===== src/rtl/dispatch_stage_pkg.sv =====
// Shared types and constants for the tensor-core dispatch stage.
// The entry record keeps the decoded fields needed for hazard checks and issue.
package dispatch_stage_pkg;
  localparam int WORD_W   = 32;
  localparam int NUM_REGS = 32;
  localparam int REG_W    = 5;
  localparam int NUM_FU   = 5;
  localparam int FU_W     = 3;

  typedef enum logic [FU_W-1:0] {
    FU_ALU    = 3'd0,
    FU_SLDST  = 3'd1,
    FU_BRANCH = 3'd2,
    FU_MLDST  = 3'd3,
    FU_GEMM   = 3'd4
  } fu_idx_t;

  typedef enum logic {
    ST_EMPTY = 1'b0,
    ST_HELD  = 1'b1
  } disp_state_t;

  // fu_index stays a raw field: values 5..7 must be representable to be dropped
  typedef struct packed {
    logic [WORD_W-1:0] instr;
    logic [REG_W-1:0]  rs1;
    logic [REG_W-1:0]  rs2;
    logic              rs1_used;
    logic              rs2_used;
    logic [REG_W-1:0]  rd;
    logic              wen;
    logic [FU_W-1:0]   fu_index;
  } dispatch_t;

  function automatic logic fu_legal(input logic [FU_W-1:0] idx);
    return idx < FU_W'(NUM_FU);
  endfunction
endpackage


===== src/rtl/dispatch_stage_scoreboard.sv =====
// Pending-write scoreboard over the scalar register file; reg 0 never pends.
// Lookups read registered bits only, so a writeback unblocks a reader one cycle later.
module dispatch_stage_scoreboard
  import dispatch_stage_pkg::*;
#(
  parameter int NUM_REGS = dispatch_stage_pkg::NUM_REGS,
  parameter int REG_W    = dispatch_stage_pkg::REG_W,
  parameter int NUM_LK   = 3
) (
  input  logic                         clk,
  input  logic                         rst,
  input  logic                         set_en,
  input  logic [REG_W-1:0]             set_idx,
  input  logic                         clr_en,
  input  logic [REG_W-1:0]             clr_idx,
  input  logic [NUM_LK-1:0][REG_W-1:0] lk_idx,
  output logic [NUM_LK-1:0]            lk_hit,
  output logic [NUM_REGS-1:0]          pending
);
  // Later non-blocking writes win: set overrides clear, reg 0 is forced low last.
  always_ff @(posedge clk) begin
    if (rst) begin
      pending <= '0;
    end else begin
      if (clr_en) pending[clr_idx] <= 1'b0;
      if (set_en) pending[set_idx] <= 1'b1;
      pending[0] <= 1'b0;
    end
  end

  for (genvar k = 0; k < NUM_LK; k++) begin : g_lk
    assign lk_hit[k] = pending[lk_idx[k]];
  end
endmodule


===== src/rtl/dispatch_stage.sv =====
// Single-entry dispatch stage: holds one decoded instruction, checks RAW/WAW
// against the scoreboard and FU busy, and issues it with its FU index.
module dispatch_stage #(
  parameter int WORD_W   = 32,
  parameter int NUM_REGS = 32,
  parameter int REG_W    = 5,
  parameter int NUM_FU   = 5
) (
  input  logic                clk,
  input  logic                rst,
  input  logic                dec_valid,
  output logic                dec_ready,
  input  logic [WORD_W-1:0]   dec_instr,
  input  logic [REG_W-1:0]    dec_rs1,
  input  logic [REG_W-1:0]    dec_rs2,
  input  logic                dec_rs1_used,
  input  logic                dec_rs2_used,
  input  logic [REG_W-1:0]    dec_rd,
  input  logic                dec_wen,
  input  logic [2:0]          dec_fu_index,
  output logic                disp_valid,
  input  logic                disp_ready,
  output logic [WORD_W-1:0]   disp_instr,
  output logic [2:0]          disp_fu_index,
  output logic [REG_W-1:0]    disp_rd,
  output logic                disp_wen,
  input  logic [NUM_FU-1:0]   fu_busy,
  input  logic                wb_valid,
  input  logic [REG_W-1:0]    wb_rd,
  input  logic                flush,
  output logic                err_illegal_fu,
  output logic [NUM_REGS-1:0] sb_pending
);
  import dispatch_stage_pkg::dispatch_t;
  import dispatch_stage_pkg::disp_state_t;
  import dispatch_stage_pkg::ST_EMPTY;
  import dispatch_stage_pkg::ST_HELD;
  import dispatch_stage_pkg::fu_legal;

  disp_state_t state_q, state_d;
  dispatch_t   entry_q, entry_d;

  logic            entry_valid, hazard, fu_blocked, fu_ok, drop_illegal;
  logic            dec_fire, disp_fire;
  logic [2:0]      lk_hit;
  logic [2:0][REG_W-1:0] lk_idx;
  logic [7:0]      busy_ext;

  assign entry_valid = (state_q == ST_HELD);

  assign lk_idx = {entry_q.rd, entry_q.rs2, entry_q.rs1};

  dispatch_stage_scoreboard #(
    .NUM_REGS (NUM_REGS),
    .REG_W    (REG_W),
    .NUM_LK   (3)
  ) u_sb (
    .clk     (clk),
    .rst     (rst),
    .set_en  (disp_fire & entry_q.wen & (entry_q.rd != '0)),
    .set_idx (entry_q.rd),
    .clr_en  (wb_valid & (wb_rd != '0)),
    .clr_idx (wb_rd),
    .lk_idx  (lk_idx),
    .lk_hit  (lk_hit),
    .pending (sb_pending)
  );

  assign hazard = (entry_q.rs1_used & lk_hit[0]) |
                  (entry_q.rs2_used & lk_hit[1]) |
                  (entry_q.wen      & lk_hit[2]);

  // Widen busy to the full 3-bit index space so illegal indices read a zero.
  assign busy_ext     = {{(8-NUM_FU){1'b0}}, fu_busy};
  assign fu_blocked   = busy_ext[entry_q.fu_index];
  assign fu_ok        = fu_legal(entry_q.fu_index);
  assign drop_illegal = entry_valid & !fu_ok;

  assign disp_valid = !rst & entry_valid & !hazard & !fu_blocked & !flush & fu_ok;
  assign disp_fire  = disp_valid & disp_ready;
  assign dec_ready  = rst | !entry_valid | disp_fire | flush | drop_illegal;
  assign dec_fire   = dec_valid & dec_ready;

  assign err_illegal_fu = !rst & drop_illegal;

  assign disp_instr    = rst ? '0 : entry_q.instr;
  assign disp_fu_index = rst ? '0 : entry_q.fu_index;
  assign disp_rd       = rst ? '0 : entry_q.rd;
  assign disp_wen      = !rst & entry_q.wen;

  always_comb begin
    state_d = state_q;
    entry_d = entry_q;
    case (state_q)
      ST_EMPTY: if (dec_fire) state_d = ST_HELD;
      ST_HELD: begin
        if (dec_fire)                                 state_d = ST_HELD;
        else if (disp_fire | flush | drop_illegal)    state_d = ST_EMPTY;
      end
      default: state_d = ST_EMPTY;
    endcase
    if (dec_fire) begin
      entry_d.instr    = dec_instr;
      entry_d.rs1      = dec_rs1;
      entry_d.rs2      = dec_rs2;
      entry_d.rs1_used = dec_rs1_used;
      entry_d.rs2_used = dec_rs2_used;
      entry_d.rd       = dec_rd;
      entry_d.wen      = dec_wen;
      entry_d.fu_index = dec_fu_index;
    end
  end

  always_ff @(posedge clk) begin
    if (rst) begin
      state_q <= ST_EMPTY;
      entry_q <= '0;
    end else begin
      state_q <= state_d;
      entry_q <= entry_d;
    end
  end
endmodule

===== config.mk =====
export PLATFORM = sky130hd
export DESIGN_NAME = dispatch_stage
export DESIGN_NICKNAME = d
export VERILOG_FILES = /design/src/rtl/dispatch_stage_pkg.sv /design/src/rtl/dispatch_stage_scoreboard.sv /design/src/rtl/dispatch_stage.sv
export SDC_FILE = /design/constraint.sdc
export NUM_CORES = 1
export LEC_CHECK = 0
export BUFFER_PORTS_ARGS = -buffer_cell sky130_fd_sc_hd__clkbuf_2
export CAP_MARGIN = 15
export CORE_MARGIN = 3
export CORE_UTILIZATION = 41
export DETAILED_ROUTE_END_ITERATION = 10
export PLACE_DENSITY = 0.68
export SYNTH_ARGS = -nofsm -noshare
export SYNTH_HDL_FRONTEND = slang
export SYNTH_SLANG_ARGS = --single-unit

===== constraint.sdc =====
create_clock -name clk -period 2.8 [get_ports clk]
set_input_delay 0.28 -clock clk [delete_from_list [all_inputs] [get_ports clk]]
set_output_delay 0.28 -clock clk [all_outputs]
set_load 0.01 [all_outputs]

After elaboration in Yosys (flattened, before gate mapping)
Cells that the tools add are included.
- flip-flop bits (word level): 86
- output and inout bits: 76
- input bits: 69
- word-level logic and storage cells: 79
- muxes and demuxes: 22
- bitwise operators: 28
- reduce and logical (&&, ||, !) cells: 10
- order comparisons: 8
- operators with widths (kind ; number):
    $mux 32 ; 4
    $and 32x32->32 ; 1
    $not 32->32 ; 1
    $or 32x32->32 ; 1
    $lt 5x6->1 const B ; 4
    $and 1x1->1 ; 16
    $bmux 1 s5 ; 3
    $demux 1 s5 ; 2
    $ge 5x1->1 const B ; 2
    $reduce_bool 5->1 ; 2
    $mux 1 ; 9
    $or 1x1->1 ; 8
    $logic_not 1->1 ; 6
    $mux 5 ; 1
    $lt 3x4->1 const B ; 1
    $bmux 1 s3 ; 1
    $lt 3x3->1 const B ; 1
    $mux 3 ; 1
    $logic_and 1x1->1 ; 2
    $pmux 1 s2 ; 1
    $not 1->1 ; 1

Longest topological paths before layout
Gate-level depths: netlist of the first run.
- word-level depth: 17
- depth in mapped cells: 11
- gate-level depth less buffers: 7

Modules after synthesis
A second synthesis of the first run with hierarchy kept.
- cell total of the unflattened synthesis: 523
- area total of the unflattened synthesis: 4840.9 sq um
- modules (own cells, without submodules) (module ; cells each ; area each (sq um) ; instances ; seq. area each (sq um)):
    dispatch_stage ; 256 ; 2661.3 ; 1 ; 1081.0
    dispatch_stage_scoreboard ; 267 ; 2179.6 ; 1 ; 620.6

Worst setup path after synthesis of the first run
No wires, ideal clock.
- path kind: register -> register
- start: reg entry_q[17] (netlist bit)
- end: reg entry_q[45] (netlist bit)
- buffers on the path: 3
- period minus slack after synthesis: 2.772 ns
- library setup time: 0.121 ns
- arrival time: 2.651 ns
- path slack: 0.028 ns
- stages on the path, launching flop included: 11
- cell sequence: dfxtp_1 > buf_4 > mux4_2 > mux4_2 > nand2b_1 > nand4_1 > and3_2 > a41o_1 > buf_6 > buf_8 > mux2_4
- word-level cells in the longest chain between the ends: 15
- ends and longest elaborated chain (item ; RTL line ; RTL):
    from (decl) ; dispatch_stage.sv:41 ; dispatch_t entry_q, entry_d;
    from (signal assigned) ; dispatch_stage.sv:120 ; entry_q <= entry_d;
    $bmux 1 s5 ; dispatch_stage_scoreboard.sv:32 ; assign lk_hit[k] = pending[lk_idx[k]];
    $mux 1 (not written as such) ; dispatch_stage_scoreboard.sv:32 ;
    $and 1x1->1 ; dispatch_stage.sv:69 ; assign hazard = (entry_q.rs1_used & lk_hit[0]) |
    $or 1x1->1 ; dispatch_stage.sv:69 ;
    $or 1x1->1 ; dispatch_stage.sv:70 ; (entry_q.rs2_used & lk_hit[1]) |
    $logic_not 1->1 ; dispatch_stage.sv:79 ; assign disp_valid = !rst & entry_valid & !hazard & !fu_blocked & !flush & fu_ok;
    $and 1x1->1 (4 in series) ; dispatch_stage.sv:79 ;
    $and 1x1->1 ; dispatch_stage.sv:80 ; assign disp_fire = disp_valid & disp_ready;
    $or 1x1->1 (3 in series) ; dispatch_stage.sv:81 ; assign dec_ready = rst | !entry_valid | disp_fire | flush | drop_illegal;
    $and 1x1->1 ; dispatch_stage.sv:82 ; assign dec_fire = dec_valid & dec_ready;
No other way between the ends. The select of a mux whose other input is x is not followed.
A chain may end at the register's enable or synchronous reset.

Worst setup path in the final report of the first run
- start: reg entry_q[17] (netlist bit)
- end: out dec_ready
- word-level cells in the longest chain between the ends: 14
- ends and longest elaborated chain (item ; RTL line ; RTL):
    $bmux 1 s5 ; dispatch_stage_scoreboard.sv:32 ;
    $mux 1 (not written as such) ; dispatch_stage_scoreboard.sv:32 ;
    $and 1x1->1 ; dispatch_stage.sv:69 ;
    $or 1x1->1 ; dispatch_stage.sv:69 ;
    $or 1x1->1 ; dispatch_stage.sv:70 ;
    $logic_not 1->1 ; dispatch_stage.sv:79 ;
    $and 1x1->1 (4 in series) ; dispatch_stage.sv:79 ;
    $and 1x1->1 ; dispatch_stage.sv:80 ;
    $or 1x1->1 (3 in series) ; dispatch_stage.sv:81 ;
    to (decl) ; dispatch_stage.sv:12 ; output logic dec_ready,
No other way between the ends. The select of a mux whose other input is x is not followed.

==> results of run 1 <==
[critical path, cell delays in order, from the launching register on]
cell and delay (ns):
dfxtp_4 0.40, mux4_2 0.52, mux4_2 0.48, nand2b_4 0.15
nand4_1 0.10, and3_4 0.21, buf_6 0.10, and3_4 0.17
or2_4 0.11, buf_8 0.09
[metrics by stage]
step	worst slack, ns	instances
6_report	-0.147	833
4_1_cts	-0.149	824
3_3_place_gp	-0.0787	806
5_1_grt	-0.246	833
2_1_floorplan	0.0281	519
3_5_place_dp	-0.185	806
[repair_timing]
action | CTS | global route
gates cloned | 0 | 7
pin swaps | 3 | 22
gates resized for setup | 12 | 80
endpoints found under the setup margin | 69 | 73
hold buffers | 0 | 0
setup buffers | 2 | 2
[power groups by stage]
stage / Sequential, W / Combinational, W / Clock [W]
after CTS: 0.00131 / 0.000406 / 0.00123
after floorplan: 0.00130 / 0.000297 / 0
after detailed placement: 0.00134 / 0.000399 / 0
after global placement: 0.00134 / 0.000390 / 0
final: 0.00131 / 0.000475 / 0.00122
after global routing: 0.00132 / 0.000512 / 0.00127
[final timing paths]
path                            slack [ns]               end   startpoint  cells past startpoint
worst min-delay path                  0.16       entry_q[12]   dec_rs2[1]                      3
worst max-delay path                 -0.15         dec_ready  entry_q[17]                      9
worst max register to register       -0.14  u_sb.pending[27]  entry_q[17]                     12
worst min register to register        0.47       entry_q[10]  entry_q[10]                      2
[Yosys cell counts, drive strengths merged, types with 2 or more instances]
cell type  number  area [µm²]
and3            4        26.3
inv             4        15.0
nand3          29         145
nand2          60         225
or3             2        12.5
clkbuf         32         120
buf            14         144
mux4           16         360
a21oi           2        10.0
nand2b          8        50.1
nand4           5        31.3
and2            3        18.8
nor3            9        45.0
o32ai           3        26.3
nor2b          90         563
nor2           10        37.5
dfxtp          85        1700
o31ai          25         188
o2111ai         2        17.5
o21ai          10        50.1
mux2           42         499
nor3b           3        22.5
o211ai         13        97.6
or2             2        12.5
mux2i          33         330
[cells by family after synthesis]
group / count (synthesis) / share of synthesized area
flip-flops: 85 / 0.350
buffers and inverters: 50 / 0.0574
AO/OA/AOI/OAI: 64 / 0.0961
AND/OR/NAND/NOR: 228 / 0.250
other: 1 / 0.000772
multiplexers: 91 / 0.245
[flip-flops by register name (all words and copies together) (netlist names)]
register      flops
entry_valid       1
u_sb.pending     31
entry_q          53
[final cells by class]
type	instances	area [µm²]	area share
well taps	143	179	0.0263
inverters	4	15.0	0.00221
clock buffers	11	243	0.0357
repair buffers	201	1320	0.195
multi-input cells	384	3260	0.480
clock inverters	5	60.1	0.00884
flip-flops and latches	85	1710	0.252
[routing by layer]
metal	track usage	wire length [µm]	vias up
met3	0.0337	1040	59
met1	0.305	6830	2188
li1	-	-	2179
met2	0.350	7670	251
met5	0	0	-
met4	0.0994	582	0
[placed cells by master, fill, tap and decap left out, types with 7 or more instances in the layout]
cell type and instances:
buf_4 44, clkbuf_16 14, clkbuf_2 142, dfxtp_1 79
mux2_1 7, mux2_4 33, mux2i_1 33, mux4_2 16
nand2_1 60, nand2b_1 7, nand3_1 29, nor2_1 10
nor2b_1 90, nor3_1 9, o211ai_1 13, o21ai_0 7
o31ai_2 9, o31ai_4 13
==> metrics.md, run 1 <==
| Metric | Value |
|---|---|
| Synth cell types | 46 |
| Post-route ant nets | 0 |
| Vias in the first global route | 4448 |
| Layout cells sized above 1 | 0.441 |
| Cell Pwr Density | 443 nW/µm² |
| Worst Hold Slack | 0.159 ns |
| Async set-or-reset flop fraction in the synthesized netlist | 0 |
| Starting Density | 0.422 |
| Placement Cell Area | 5870 µm² |
| Vias per inst | 5.61 |
| Fin. Hold Viols | 0 |
| Worst hold-check path type | in -> reg |
| Synthesis-stage register bit count | 85 |
| Tcrit/Tclk final | 1.05 |
| Critical-path maximum fanout | 6 |
| Syn_area_per_cell | 9.36 µm² |
| Warnings from Yosys | 0 |
| Layout Area Growth over Synthesis | 39.8% |
| Final instance area | 6790 µm² |
| Post-Syn Area | 4860 µm² |
| Die W | 115 µm |
| RSZ-0062 raised after global routing | true |
| WP data arrival | 2.67 ns |
| Synth Flop Type | dfxtp_1 |
| Post-DP HPWL | 11300 µm |
| IO Pins | 145 |
| Sink Count | 85 |
| Cell row count | 39 |
| Clock power frac | 0.405 |
| Initial antenna violation count | 0 |
| Final setup TNS | -5.18 ns |
| Vias post-DR | 4677 |
| DRT iter0 DRCs | 501 |
| Int Power | 0.00223 W |
| Mapped Nets | 588 |
| Core area | 11500 µm² |
| Final wirelength | 16100 µm |
| Routed wire per std cell | 19.4 µm |
| CTS clk-pin slew, worst paths | 0.07 ns |
| Global Route Usage Sum | 0.223 |
| Critical path class | reg -> out |
| Final net count | 754 |
| Later-pin clock latency in the skew report | 0.34 ns |
| EDFF count, synth | 0 |
| # diodes | 0 |
| MaxCap Viol Count | 0 |
| H-Tree Depth | 3 |
| # port buffers | 143 |
| Cell count after synthesis | 519 |
| Slew margin rel. | 0.445 |
| Die area | 13200 µm² |
| Leakage | 2.90 nW |
| Max-slew violation count | 0 |
| Tot Pwr | 0.00301 W |
| Outcome | finished, violations left |
| Sequential fraction of the synthesis area | 0.350 |
| Worst endpoint required time | 2.52 ns |
| Clock Path Buffers | 2 |
| Failing checks | negative setup slack |
| Chip height | 115 µm |
| Gpl congestion | 0.963 |
| CTS tree | yes |
| Largest net degree at the start of global routing | 57 |
| Crit path capture type | output pin |
| Fin crit period | 2.95 ns |
| DR DRC count | 0 |
| Filler Cells Inserted | 965 |
| Sequential share of power | 0.437 |
| Switching Fraction | 0.260 |
| Clock root buffer | clkbuf_16 |
| P_sw | 0.000783 W |
| Finish-stage setup viols | 68 |
| DRT Pass-1 Iters | 5 |
| PnR worst setup slack | -0.147 ns |
| CP startpoint kind | register |
| Final Skew | 0.00854 ns |
| Fin util | 0.590 |
| First-pass GRT wire length | 23200 µm |
| Grt total ovfl | 0 |
| Total CTS buffers | 9 |
| Achievable Freq | 339 MHz |
| Slew @ Worst Pin | 0.833 ns |
| Combinational Power Share | 0.158 |
| Worst VDD drop | 246 µV |
Note: power is estimated with default switching activity, not from simulation.
==> run 2, diff against run 1 <==
--- a/config.mk
+++ b/config.mk
@@ -5,12 +5,14 @@
 export SDC_FILE = /design/constraint.sdc
 export NUM_CORES = 1
 export LEC_CHECK = 0
+export ABC_AREA = 1
 export BUFFER_PORTS_ARGS = -buffer_cell sky130_fd_sc_hd__clkbuf_2
 export CAP_MARGIN = 15
 export CORE_MARGIN = 3
 export CORE_UTILIZATION = 41
+export CTS_CLUSTER_SIZE = 28
 export DETAILED_ROUTE_END_ITERATION = 10
-export PLACE_DENSITY = 0.68
+export PLACE_DENSITY = 0.67
 export SYNTH_ARGS = -nofsm -noshare
 export SYNTH_HDL_FRONTEND = slang
 export SYNTH_SLANG_ARGS = --single-unit
==> metrics.md, run 2 <==
| Metric | Value |
|---|---|
| Sink Count | 85 |
| Final Skew | 0.00778 ns |
| H-Tree Depth | 3 |
| CP delay by family, top | simple AND/OR/NAND/NOR gates |
| CP max stage delay | 0.44 ns |
| Clock power frac | 0.396 |
| Layout cells sized above 1 | 0.180 |
| Layout Area Growth over Synthesis | 20.2% |
| CTS tree | yes |
| Clock Path Buffers | 2 |
| Initial antenna violation count | 0 |
| Global Route Usage Sum | 0.231 |
| DRT iter0 DRCs | 425 |
| Chip height | 120 µm |
| Die W | 120 µm |
| FF-to-FF path depth | 14 |
| Worst VDD drop | 478 µV |
| MaxCap Viol Count | 0 |
| Commonest non-fill, non-tap cell in the layout | nand2_1 |
| Most frequent cells in the layout | nand2_1, inv_1, clkbuf_2 |
| Fin crit period | 2.50 ns |
| Vias in the first global route | 5310 |
| Hold path cells | 4 |
| Worst Hold Slack | 0.201 ns |
| Fin. Hold Viols | 0 |
| Synthesis-stage register bit count | 85 |
| Core area | 12300 µm² |
| Most numerous cell in the Yosys netlist | nand2_1 |
| Final setup TNS | 0 ns |
| Top area cells in the synthesized netlist | dfxtp_1, nand2_1, inv_1 |
| Post-route ant nets | 0 |
| Storage cell area | 1700 µm² |
| Cell count after synthesis | 890 |
| Multi-input logic area | 2730 µm² |
| First-pass GRT wire length | 26600 µm |
| Crit path capture type | output pin |
| Worst endpoint required time | 2.52 ns |
| Clock root buffer | clkbuf_16 |
| Commonest cells post-synth | nand2_1, inv_1, nand3_1, dfxtp_1, nand3b_1 |
| Post-Syn Area | 5290 µm² |
| DRT Pass-1 Iters | 5 |
| Warnings from Yosys | 0 |
| Slowest-stage cell, CP | nor3_1 |
| Grt total ovfl | 0 |
| Async set-or-reset flop fraction in the synthesized netlist | 0 |
| Slew margin rel. | 0.437 |
| Largest net degree at the start of global routing | 45 |
| IO Pins | 145 |
| Critical Path Stages | 11 |
| Cell Pwr Density | 491 nW/µm² |
| Mapped Nets | 959 |
| WP data arrival | 2.22 ns |
| Hold bufs inserted after CTS | 0 |
| Max FFs per register | 53 |
| Later-pin clock latency in the skew report | 0.35 ns |
| Crit-path cells | inv_1 > nor3_1 > nand2_1 > nand2_1 > nor2_1 > nand2_1 > a21oi_2 > nand4_2 > nand3_2 > buf_8 > clkbuf_2 |
| Achievable Freq | 400 MHz |
| Biggest register | entry_q |
| Final net count | 1081 |
| Outcome | complete, no violations |
| RSZ-0062 raised after global routing | false |
| P_sw | 0.000873 W |
| Sequential fraction of the synthesis area | 0.322 |
| Post CTS Setup Buffer Count | 0 |
| Routed wire per std cell | 13.6 µm |
| Total CTS buffers | 9 |
| Tcrit/Tclk final | 0.892 |
| Die area | 14300 µm² |
| Cell row count | 40 |
| Gpl congestion | 0.923 |
| Critical-path maximum fanout | 27 |
| WP buf/inv | 3 |
| Post-DP HPWL | 11800 µm |
| # diodes | 0 |
| Syn_area_per_cell | 5.94 µm² |
| Combinational Power Share | 0.179 |
| Sequential share of power | 0.425 |
| Post-CTS sizing | 0 |
| Int Power | 0.00225 W |
| Critical path class | reg -> out |
| Synth Flop Type | dfxtp_1 |
| Starting Density | 0.429 |
| DR DRC count | 0 |
| Synth cell types | 26 |
| Area share of the largest cell type after synthesis | 0.322 |
| Final wirelength | 16100 µm |
| Max-slew violation count | 0 |
| Vias per inst | 4.80 |
| Finish-stage setup viols | 0 |
| Leakage | 3.64 nW |
| # port buffers | 143 |
| Switching Fraction | 0.280 |
| Vias post-DR | 5674 |
| Worst hold-check path type | in -> reg |
| Slew @ Worst Pin | 0.843 ns |
| Filler Cells Inserted | 1353 |
| Cell taking the most area after synthesis | dfxtp_1 |
| EDFF count, synth | 0 |
| CTS clk-pin slew, worst paths | 0.06 ns |
| CP startpoint kind | register |
| Most frequent CP cell | nand2_1 |
-- run 2: logic make-up after synthesis --
group | synth area share
AO/OA/AOI/OAI | 0.0608
buffers and inverters | 0.163
flip-flops | 0.322
other | 0.000709
AND/OR/NAND/NOR | 0.454
-- run 2: path summary, 6_finish.rpt --
check,end,start,slack (ns)
worst max-delay path,dec_ready,entry_q[6],0.30
worst min-delay path,entry_q[45],dec_instr[24],0.20
worst max register to register,entry_q[24],entry_q[6],0.51
worst min register to register,entry_q[22],entry_q[22],0.53
-- run 2: power groups by stage --
stage | Combinational (W) | Clock (W) | Sequential, W
finish | 0.000559 | 0.00124 | 0.00133
CTS | 0.000559 | 0.00127 | 0.00133
detailed placement | 0.000556 | 0 | 0.00135
global route | 0.000638 | 0.00132 | 0.00133
global placement | 0.000553 | 0 | 0.00135
floorplan | 0.000402 | 0 | 0.00134
-- run 2: worst reg2reg max path, stage by stage (launching register included) --
cell     delay (ns)
dfxtp_1        0.40
inv_1          0.12
nor3_1         0.44
nand2_1        0.10
nand2_1        0.07
nor2_1         0.04
nand2_1        0.07
a21oi_2        0.06
nand4_2        0.12
nand3_2        0.12
nand2_2        0.09
buf_4          0.35
nand2_1        0.11
nand2_1        0.08
inv_1          0.04
-- run 2: area by class of cell --
type / count / share of cell area
flip-flops and latches: 85 / 0.268
inverters: 153 / 0.0904
repair buffers: 157 / 0.132
well taps: 168 / 0.0331
clock buffers: 9 / 0.0354
multi-input cells: 606 / 0.429
clock inverters: 5 / 0.0122
-- run 2: stage by stage --
step / power (W) / std cells / util / setup slack, ns / instance area, µm²
after CTS: 0.00315 / 1183 / 0.516 / 0.0808 / 6350
final: 0.00312 / 1183 / 0.516 / 0.302 / 6360
after floorplan: 0.00174 / 890 / - / 0.947 / 5290
after global placement: 0.00190 / 1169 / 0.491 / 0.489 / 6040
after global routing: 0.00329 / 1183 / 0.516 / 0.00480 / 6360
after detailed placement: 0.00191 / 1169 / 0.491 / 0.473 / 6040
-- run 2: routing by layer --
layer	routed length (µm)	share of wire	GRT usage	vias up
li1	-	-	-	2964
met1	7420	0.46	0.310	2485
met2	7190	0.45	0.362	205
met3	1180	0.074	0.0617	20
met4	290	0.018	0.0752	0
met5	0	0	0	-
